**src/rtl/axi_dma_w_arb.sv**
```systemverilog
// axi_dma_w_arb: round-robin, burst-granular arbiter sharing one write-DMA
// databus among N_REQ requesters. A winner owns the bus for exactly
// BURST_BEATS accepted beats, then a one-cycle release bubble precedes the
// next arbitration.
module axi_dma_w_arb #(
   parameter int N_REQ       = 4,
   parameter int BURST_BEATS = 17,
   parameter int ADDR_W      = 30,
   parameter int DATA_W      = 256
) (
   input  logic                      clk,
   input  logic                      rst_n,
   input  logic [N_REQ-1:0]          req_valid,
   input  logic [N_REQ*ADDR_W-1:0]   req_addr,
   input  logic [N_REQ*DATA_W-1:0]   req_wdata,
   input  logic [N_REQ*DATA_W/8-1:0] req_wstrb,
   output logic [N_REQ-1:0]          req_ready,
   output logic [N_REQ-1:0]          grant,
   output logic                      dma_valid,
   output logic [ADDR_W-1:0]         dma_addr,
   output logic [DATA_W-1:0]         dma_wdata,
   output logic [DATA_W/8-1:0]       dma_wstrb,
   input  logic                      dma_ready,
   output logic                      busy,
   output logic                      proto_err
);

   localparam int STRB_W = DATA_W / 8;
   localparam int IDX_W  = (N_REQ > 1) ? $clog2(N_REQ) : 1;
   localparam int CNT_W  = $clog2(BURST_BEATS + 1);

   typedef enum logic [1:0] {
      IDLE    = 2'd0,
      GRANT   = 2'd1,
      RELEASE = 2'd2
   } state_t;

   state_t             state_q, state_d;
   logic [N_REQ-1:0]   grant_q, grant_d;
   logic [IDX_W-1:0]   owner_q, owner_d;
   logic [IDX_W-1:0]   ptr_q, ptr_d;
   logic [CNT_W-1:0]   cnt_q, cnt_d;
   logic               perr_q, perr_d;

   logic               win_found;
   logic [IDX_W-1:0]   win_idx;
   logic [IDX_W-1:0]   win_next;
   logic [N_REQ-1:0]   win_onehot;

   // Round-robin search: first set req_valid bit at or above ptr, wrapping.
   always_comb begin
      win_found = 1'b0;
      win_idx   = '0;
      for (int unsigned k = 0; k < N_REQ; k++) begin
         if (!win_found && req_valid[IDX_W'((32'(ptr_q) + k) % N_REQ)]) begin
            win_found = 1'b1;
            win_idx   = IDX_W'((32'(ptr_q) + k) % N_REQ);
         end
      end
      win_next   = (win_idx == IDX_W'(N_REQ - 1)) ? '0 : win_idx + 1'b1;
      win_onehot = {{(N_REQ-1){1'b0}}, 1'b1} << win_idx;
   end

   // Next-state logic: arbitration, beat counting and sticky protocol error.
   always_comb begin
      state_d = state_q;
      grant_d = grant_q;
      owner_d = owner_q;
      ptr_d   = ptr_q;
      cnt_d   = cnt_q;
      perr_d  = perr_q;
      case (state_q)
         IDLE: begin
            grant_d = '0;
            cnt_d   = '0;
            if (win_found) begin
               grant_d = win_onehot;
               owner_d = win_idx;
               ptr_d   = win_next;
               state_d = GRANT;
            end
         end
         GRANT: begin
            if (dma_ready) begin
               // The DMA pulls the beat regardless; a missing valid is only flagged.
               if (!req_valid[owner_q]) perr_d = 1'b1;
               if (cnt_q == CNT_W'(BURST_BEATS - 1)) begin
                  cnt_d   = '0;
                  grant_d = '0;
                  state_d = RELEASE;
               end else begin
                  cnt_d = cnt_q + 1'b1;
               end
            end
         end
         RELEASE: begin
            grant_d = '0;
            state_d = IDLE;
         end
         default: begin
            grant_d = '0;
            cnt_d   = '0;
            state_d = IDLE;
         end
      endcase
   end

   // State and arbitration registers, asynchronously cleared.
   always_ff @(posedge clk or negedge rst_n) begin
      if (!rst_n) begin
         state_q <= IDLE;
         grant_q <= '0;
         owner_q <= '0;
         ptr_q   <= '0;
         cnt_q   <= '0;
         perr_q  <= 1'b0;
      end else begin
         state_q <= state_d;
         grant_q <= grant_d;
         owner_q <= owner_d;
         ptr_q   <= ptr_d;
         cnt_q   <= cnt_d;
         perr_q  <= perr_d;
      end
   end

   // Databus mux from the owner's slice; everything is zero outside GRANT.
   always_comb begin
      busy      = (state_q == GRANT);
      dma_valid = 1'b0;
      dma_addr  = '0;
      dma_wdata = '0;
      dma_wstrb = '0;
      req_ready = '0;
      if (state_q == GRANT) begin
         dma_valid = req_valid[owner_q];
         dma_addr  = req_addr[owner_q*ADDR_W +: ADDR_W];
         dma_wdata = req_wdata[owner_q*DATA_W +: DATA_W];
         dma_wstrb = req_wstrb[owner_q*STRB_W +: STRB_W];
         req_ready = grant_q & {N_REQ{dma_ready}};
      end
   end

   assign grant     = grant_q;
   assign proto_err = perr_q;

endmodule

```
**config.mk**
```make
export PLATFORM = sky130hd
export DESIGN_NAME = axi_dma_w_arb
export DESIGN_NICKNAME = d
export VERILOG_FILES = /design/src/rtl/axi_dma_w_arb.sv
export SDC_FILE = /design/constraint.sdc
export NUM_CORES = 1
export LEC_CHECK = 0
export CAP_MARGIN = 20
export CORE_AREA = 5 5 630 632
export DETAILED_ROUTE_END_ITERATION = 12
export DIE_AREA = 0 0 635 637
export GPL_TIMING_DRIVEN = 1
export MAX_ROUTING_LAYER = met4
export PLACE_DENSITY = 0.3
export SLEW_MARGIN = 20
export SYNTH_ARGS = -nofsm -noshare
export SYNTH_HDL_FRONTEND = slang
export SYNTH_SLANG_ARGS = --single-unit
export TNS_END_PERCENT = 50
```
**constraint.sdc**
```tcl
create_clock -name clk -period 4.93 [get_ports clk]
set_clock_uncertainty 0.05 [all_clocks]
set_input_delay 0.7395 -clock clk [delete_from_list [all_inputs] [get_ports clk]]
set_output_delay 0.7395 -clock clk [all_outputs]
set_load 0.02 [all_outputs]
```
==> impl_metrics.ini <==
[global_routing]
grt_pass1_vias = 17900
track_usage_pct = 16.4
antenna_found_initial = 506
grt-ovfl-total = 0
grt_pass1_wl_um = 382000
grt_start_max_net_pins = 60

[finish]
final_design_area_no_fill_um2 = 33800
drive_gt1_share_pct = 17.6
fin_cells = 7809
layout.nets = 3673
area_delta_synth_final_pct = 204
finish.utilization_pct = 8.64

[setup_path]
r2r_start = owner_q[0]
required_ns = 4.14
cp-start-kind = flip-flop
crit_path_start = owner_q[0]
worstPathMaxFanout = 39
arrival_ns = 3.23
endpoint_kind = primary output
critPathKind = reg2out

[clock_network]
cts_hold_buf = 0
cts_tree = yes
cts_htree_levels = 1
clkLatencyLatePin_ns = 0.25
cts_buffers = 3
post_cts_buffers = 0
cts.sinks = 16
clockBufferDepth = 2
cts-root-buf = clkbuf_16
clk_pin_slew_ns = 0.05
post_cts_resized = 0

[power_and_ir_drop]
p_switching_w = 0.00937
leakagePower_nw = 9.71
pwr-share-clk_pct = 1.1
powerDensity_nw_per_um2 = 490
p_sw_share_pct = 56.6
peakVddDrop_mv = 0.277
p_int_w = 0.00719
power_frac_comb_pct = 96.9
seqPwrFrac_pct = 2.0

[outcome]
failed_checks = antenna rules
outcome = finished, violations left

[sta]
achievable-frequency_mhz = 249
tightestPinTransition_ns = 0.903
hold_viol_final = 0
relSlewSlack_pct = 39.6
drv_slew = 0
fin_crit_sh_pct = 81.5
rsz0062_at_grt = false
setup_viol = 0
finalCriticalPeriod_ns = 4.02
tns_ns = 0

[logic_synthesis]
synth_ff_type = dfrtp_1
synth_area_leaders = mux4_2, and2_1, buf_12
synth-edff-count = 0
synth.distinct_cells = 39
async_flop_share_pct = 100
synth_seq_area_share_pct = 3.61
synth_top_area_cell = mux4_2
syn_avg_cell_area_um2 = 13.3
ys_ff_latch = 16
synth_nets = 2120
synth_common_cells = and2_1, mux4_2, clkbuf_1
syn-cell-area_um2 = 11100
synth_top_area_share_pct = 64.8
syn_inst = 835
yosysWarnings = 0

[place]
dpl_cell_area_um2 = 33200
dp_hpwl_um = 319000
routabilityCongestion = 0.936
port_buffers = 1607
dp_cells = 7603

[routing]
drtAntennaViolNets = 1
via_count = 18500
drt_wl_total_um = 337000
drt_iter0_drc = 1458
vias_per_cell = 2.36
drc = 0
drt_pass1_iterations = 5
wl_per_cell_um = 43.1

[die]
initial_core_util_pct = 2.84
ioPinCount = 1608
num_rows = 230
die-width_um = 635
core_area_um2 = 391000
die_h_um = 637
fp.dieArea_um2 = 404000

[worst_hold_path]
hold_class = reg2reg
hp-start = proto_err

[run]
max_cap_viol_count = 0
area by class of cell:
type                            count  area [um2]
Sequential cell                    16         408
Fill cell                       45500      357000
Tap cell                         5220        6530
Inverter                            6        30.0
Antenna cell                      202         505
Timing Repair Buffer             1657       16500
Clock buffer                        4        88.8
Multi-Input combinational cell    704        9670
per-layer routing:
metal | track usage (%) | up-vias | share of wire (%) | wire length, um
li1 | - | 6839 | - | -
met1 | 19.5 | 9400 | 41 | 139000
met2 | 27.4 | 1758 | 47 | 160000
met3 | 6.67 | 464 | 10 | 34100
met4 | 0.578 | 0 | 1.1 | 3750
met5 | - | - | 0 | 0
sequential cells by signal (all words and copies together) (netlist names):
| register | count |
|---|---|
| grant | 4 |
| proto_err | 1 |
| owner_q | 2 |
| state_q | 2 |
| cnt_q | 5 |
| ptr_q | 2 |
layout by cell type, fill, tap and decap left out, types with 3 or more instances in the layout:
cell type,instances
clkdlybuf4s50_1,1571
mux4_2,319
and2_1,319
diode_2,202
buf_4,73
dfrtp_1,14
buf_12,13
o21ai_0,6
ha_1,6
inv_1,5
and3_1,5
nand2b_1,4
a21oi_1,4
a22o_1,4
nand2_1,3
nor2_1,3
nor2b_1,3
or2_2,3
o21bai_1,3
o31ai_1,3
clkbuf_16,3
worst paths after layout:
kind                            endpoint  slack (ns)  cells past startpoint
min reg2reg                    proto_err        0.44                      1
max in group asynchronous     owner_q[1]        3.22                      1
max                        dma_wdata[28]        0.91                      5
min in group asynchronous       cnt_q[2]        0.95                      1
max reg2reg                    proto_err        2.56                      4
min                            proto_err        0.44                      1
per-stage QoR:
| stage | total power (W) | setup slack [ns] | hold slack (ns) |
|---|---|---|---|
| after floorplan | 0.00775 | 2.65 | 0.394 |
| after global placement | 0.0172 | 0.969 | 0.421 |
| after detailed placement | 0.0170 | 1.02 | 0.428 |
| after CTS | 0.0173 | 0.725 | 0.444 |
| after global routing | 0.0174 | 0.721 | 0.472 |
| final | 0.0166 | 0.914 | 0.440 |
critical path: stages, from the launching register on:
cell	delay (ns)
dfrtp_4	0.69
buf_12	0.39
buf_4	0.34
mux4_2	0.54
and2_1	0.27
clkdlybuf4s50_1	0.63
logic make-up (layout without fill, tap and decap cells):
| group | after synthesis | after routing | synth area share (%) |
|---|---|---|---|
| AOI/OAI and AO/OA | 25 | 25 | 1.57 |
| xor gates and xnor gates | 1 | 1 | 0.0790 |
| adders and majority gates | 6 | 6 | 0.677 |
| buffers and inverters | 115 | 1667 | 9.21 |
| DFF | 16 | 16 | 3.61 |
| muxes | 321 | 321 | 64.9 |
| other | 0 | 202 | 0 |
| and+or+nand+nor | 351 | 351 | 19.9 |
power groups by stage:
stage                     Clock (W)  Sequential, W  Combinational [W]
after floorplan                   0       0.000233            0.00752
after global placement            0       0.000351             0.0168
after detailed placement          0       0.000354             0.0167
after CTS                  0.000184       0.000352             0.0168
after global routing       0.000188       0.000357             0.0168
final                      0.000180       0.000335             0.0160
Note: power is estimated with default switching activity, not from simulation.
==> RTL change, RTL diff (same flow settings) <==
Set the parameter `ADDR_W` to 22 (it was 30).
--- a/src/rtl/axi_dma_w_arb.sv
+++ b/src/rtl/axi_dma_w_arb.sv
@@ -7,3 +7,3 @@
    parameter int BURST_BEATS = 17,
-   parameter int ADDR_W      = 30,
+   parameter int ADDR_W      = 22,
    parameter int DATA_W      = 256
Ports: changed (resized dma_addr and req_addr); port bits go from 1608 to 1568. No check against the original RTL was run, so the function may have changed too.
==> RTL change against the original RTL <==
Clock power rose by 2%; cell count shrank 0.93%; maximum frequency about the same; sequential cell count did not move; routed wire length down 8.9%; area after synthesis decreased by 5.0%; design area decreased by 2.0%; total power down 8.2%; setup slack lost 3.4 ps; largest cell class unchanged; hold slack gained 31 ps.
==> RTL change: results (changes against the original RTL) <==
Parameter                              Value

Run status
  Result of the run    finished, final reports clean

Finish
  Number of nets in the final layout    3572 (-2.7%)
  Fraction of layout cells with a size suffix above 1    16.57% (-0.99 points)
  Flip-flop count of the largest register after layout    5 (unchanged)
  Filler cells    45.53k (+0.12%)
  Register ranked first by flip-flop count    cnt_q

Pwr
  Pleak    9.429 nW (-2.9%)
  Worst IR Drop VDD    0.2347 mV (-15%)

Routing
  WL final    306600 um (-8.9%)
  Routed via count divided by cell count    2.259 (-4.5%)
  Number of search-and-repair iterations in the first detailed-routing pass    5 (unchanged)
  1st-iter DRT viols    1397 (-4.2%)

Logic synthesis
  Primary flip-flop cell chosen by synthesis mapping    sky130_fd_sc_hd__dfrtp_1
  Post-Syn Nets    2069 (-2.4%)
  Count of unique library cells instantiated by Yosys    38 (-2.6%)
  Cell types with the largest area share after synthesis    sky130_fd_sc_hd__mux4_2 (66%), sky130_fd_sc_hd__and2_1 (18%), sky130_fd_sc_hd__dfrtp_1 (3.8%)
  Share of async-settable or async-resettable flops after synthesis    100.0% (unchanged)
  Top post-synthesis cells by count    sky130_fd_sc_hd__and2_1 (311), sky130_fd_sc_hd__mux4_2 (311), sky130_fd_sc_hd__clkbuf_1 (40)
  Count of warnings emitted by yosys    0 (unchanged)
  Sequential cell area fraction in the yosys report    3.797% (+0.19 points)

Critical path
  Maximum cell stage delay along the critical path    810 ps (+120 ps)
  Slowest stage cell, crit path    sky130_fd_sc_hd__mux4_2
  Kind of cell with the highest combined delay on the critical path    buffers and inverters
  Arrival time reported for the critical path endpoint    3230 ps (about the same)
  Max FO, Critical Path    5 (-87%)

CTS
  Setup bufs post-CTS    0 (unchanged)
  Cell at the root of the clock tree    sky130_fd_sc_hd__clkbuf_16
  Clock edge transition at the registers on the reported setup and hold paths    ~60 ps
  Total clock buffers created by CTS    3 (unchanged)
  H-Tree Level Count    1 (unchanged)
  Number of gates resized after CTS    0 (unchanged)

Placement
  DPL Wire Length    291800 um (-8.6%)
  Routability-driven placement congestion ratio    0.9581 (+2.4%)
  Count of port buffers added during placement    1567 (-2.5%)
  Placed instance area    32500 um^2 (-2.0%)

Global route
  Antenna violations before repair    458 (-9.5%)
  Wire length of the first global-routing pass    348300 um (-8.8%)
  Pin count of the biggest net entering global routing    81 (+35%)
  Fraction of met2 tracks used by global routing    25.14% (-2.2 points)
  Met1 track utilization from global routing    14.33% (-5.2 points)
  All-Layer GR Usage    14.90% (-1.5 points)
  Met3 Resource Use GR    10.17% (+3.5 points)
  Vias in the first global route    17.27k (-3.3%)

Hold path
  Class of the worst hold path    flip-flop to flip-flop

STA
  Worst slew margin relative to its limit    38.14% (-1.5 points)
## RTL change: cell count changes in the layout (fill, tap and decap cells not counted)
cell / delta
sky130_fd_sc_hd__buf_4: -29
sky130_fd_sc_hd__clkdlybuf4s50_1: -26
sky130_fd_sc_hd__and2_1: -8
sky130_fd_sc_hd__mux4_2: -8
sky130_fd_sc_hd__diode_2: -4
sky130_fd_sc_hd__buf_12: +2
sky130_fd_sc_hd__nor4_2: +1
sky130_fd_sc_hd__nor4_4: -1
## RTL change: cell families (layout without fill, tap and decap cells)
logic type | Yosys count | after routing | synth area share (%)
other cells | 0 | 198 | 0
mux | 313 | 313 | 66.63
buf+inv | 112 | 1614 | 6.740
flops | 16 | 16 | 3.797
compound gates | 25 | 25 | 1.649
simple gates | 343 | 343 | 20.39
fa+ha+maj | 6 | 6 | 0.7120
xor+xnor | 1 | 1 | 0.08308
## RTL change: stage by stage
step | utilization [%] | cells | power, mW | hold slack [ps] | worst slack (ps)
floorplan | - | 816 | 7.276 | 393.9 | 2653
global placement | 8.316 | 7534 | 15.58 | 438.9 | 749.4
detailed placement | 8.316 | 7534 | 15.48 | 450.1 | 781.3
CTS | 8.338 | 7538 | 15.74 | 465.9 | 776.9
global route | 8.448 | 7710 | 15.89 | 487.5 | 838.6
finish | 8.465 | 7736 | 15.21 | 471.0 | 910.3
## RTL change: routing by layer
metal / wire, um / share of wire (%)
met5: 0 / 0
met3: 50640 / 17
met2: 147000 / 48
met1: 101300 / 33
met4: 7752 / 2.5
## RTL change: cell type report
class	count	share of cell area [%]
antenna	198	1.498
clock buffer	4	0.2685
inverter	6	0.09077
multi-input combinational	688	28.51
sequential	16	1.233
tap	5220	19.74
timing repair buffer	1604	48.65
## RTL change: final timing paths
path	start	slack (ps)	end	cells after the start
min reg2reg	proto_err$_DFFE_PN0P_	470	proto_err$_DFFE_PN0P_	1
max	req_wdata[204]	910	dma_wdata[204]	4
max reg2reg	state_q[1]$_DFFE_PN0P_	2770	cnt_q[2]$_DFFE_PN0P_	5
max in group asynchronous	rst_n	3200	owner_q[0]$_DFFE_PN0P_	1
min in group asynchronous	rst_n	960	ptr_q[0]$_DFFE_PN0P_	1
min	proto_err$_DFFE_PN0P_	470	proto_err$_DFFE_PN0P_	1
## RTL change: worst register-to-register path: stages, from the launching register on
cell,delay [ps]
sky130_fd_sc_hd__dfrtp_1,400
sky130_fd_sc_hd__nand2b_1,280
sky130_fd_sc_hd__inv_8,510
sky130_fd_sc_hd__buf_4,520
sky130_fd_sc_hd__a21oi_1,150
sky130_fd_sc_hd__o21ai_0,160
## RTL change: power breakdown
group          total (mW)  internal (mW)  switching, mW
logic                14.7           6.71           7.96
registers           0.362          0.183          0.179
clock network       0.184          0.124         0.0602
total                15.2           7.01           8.19
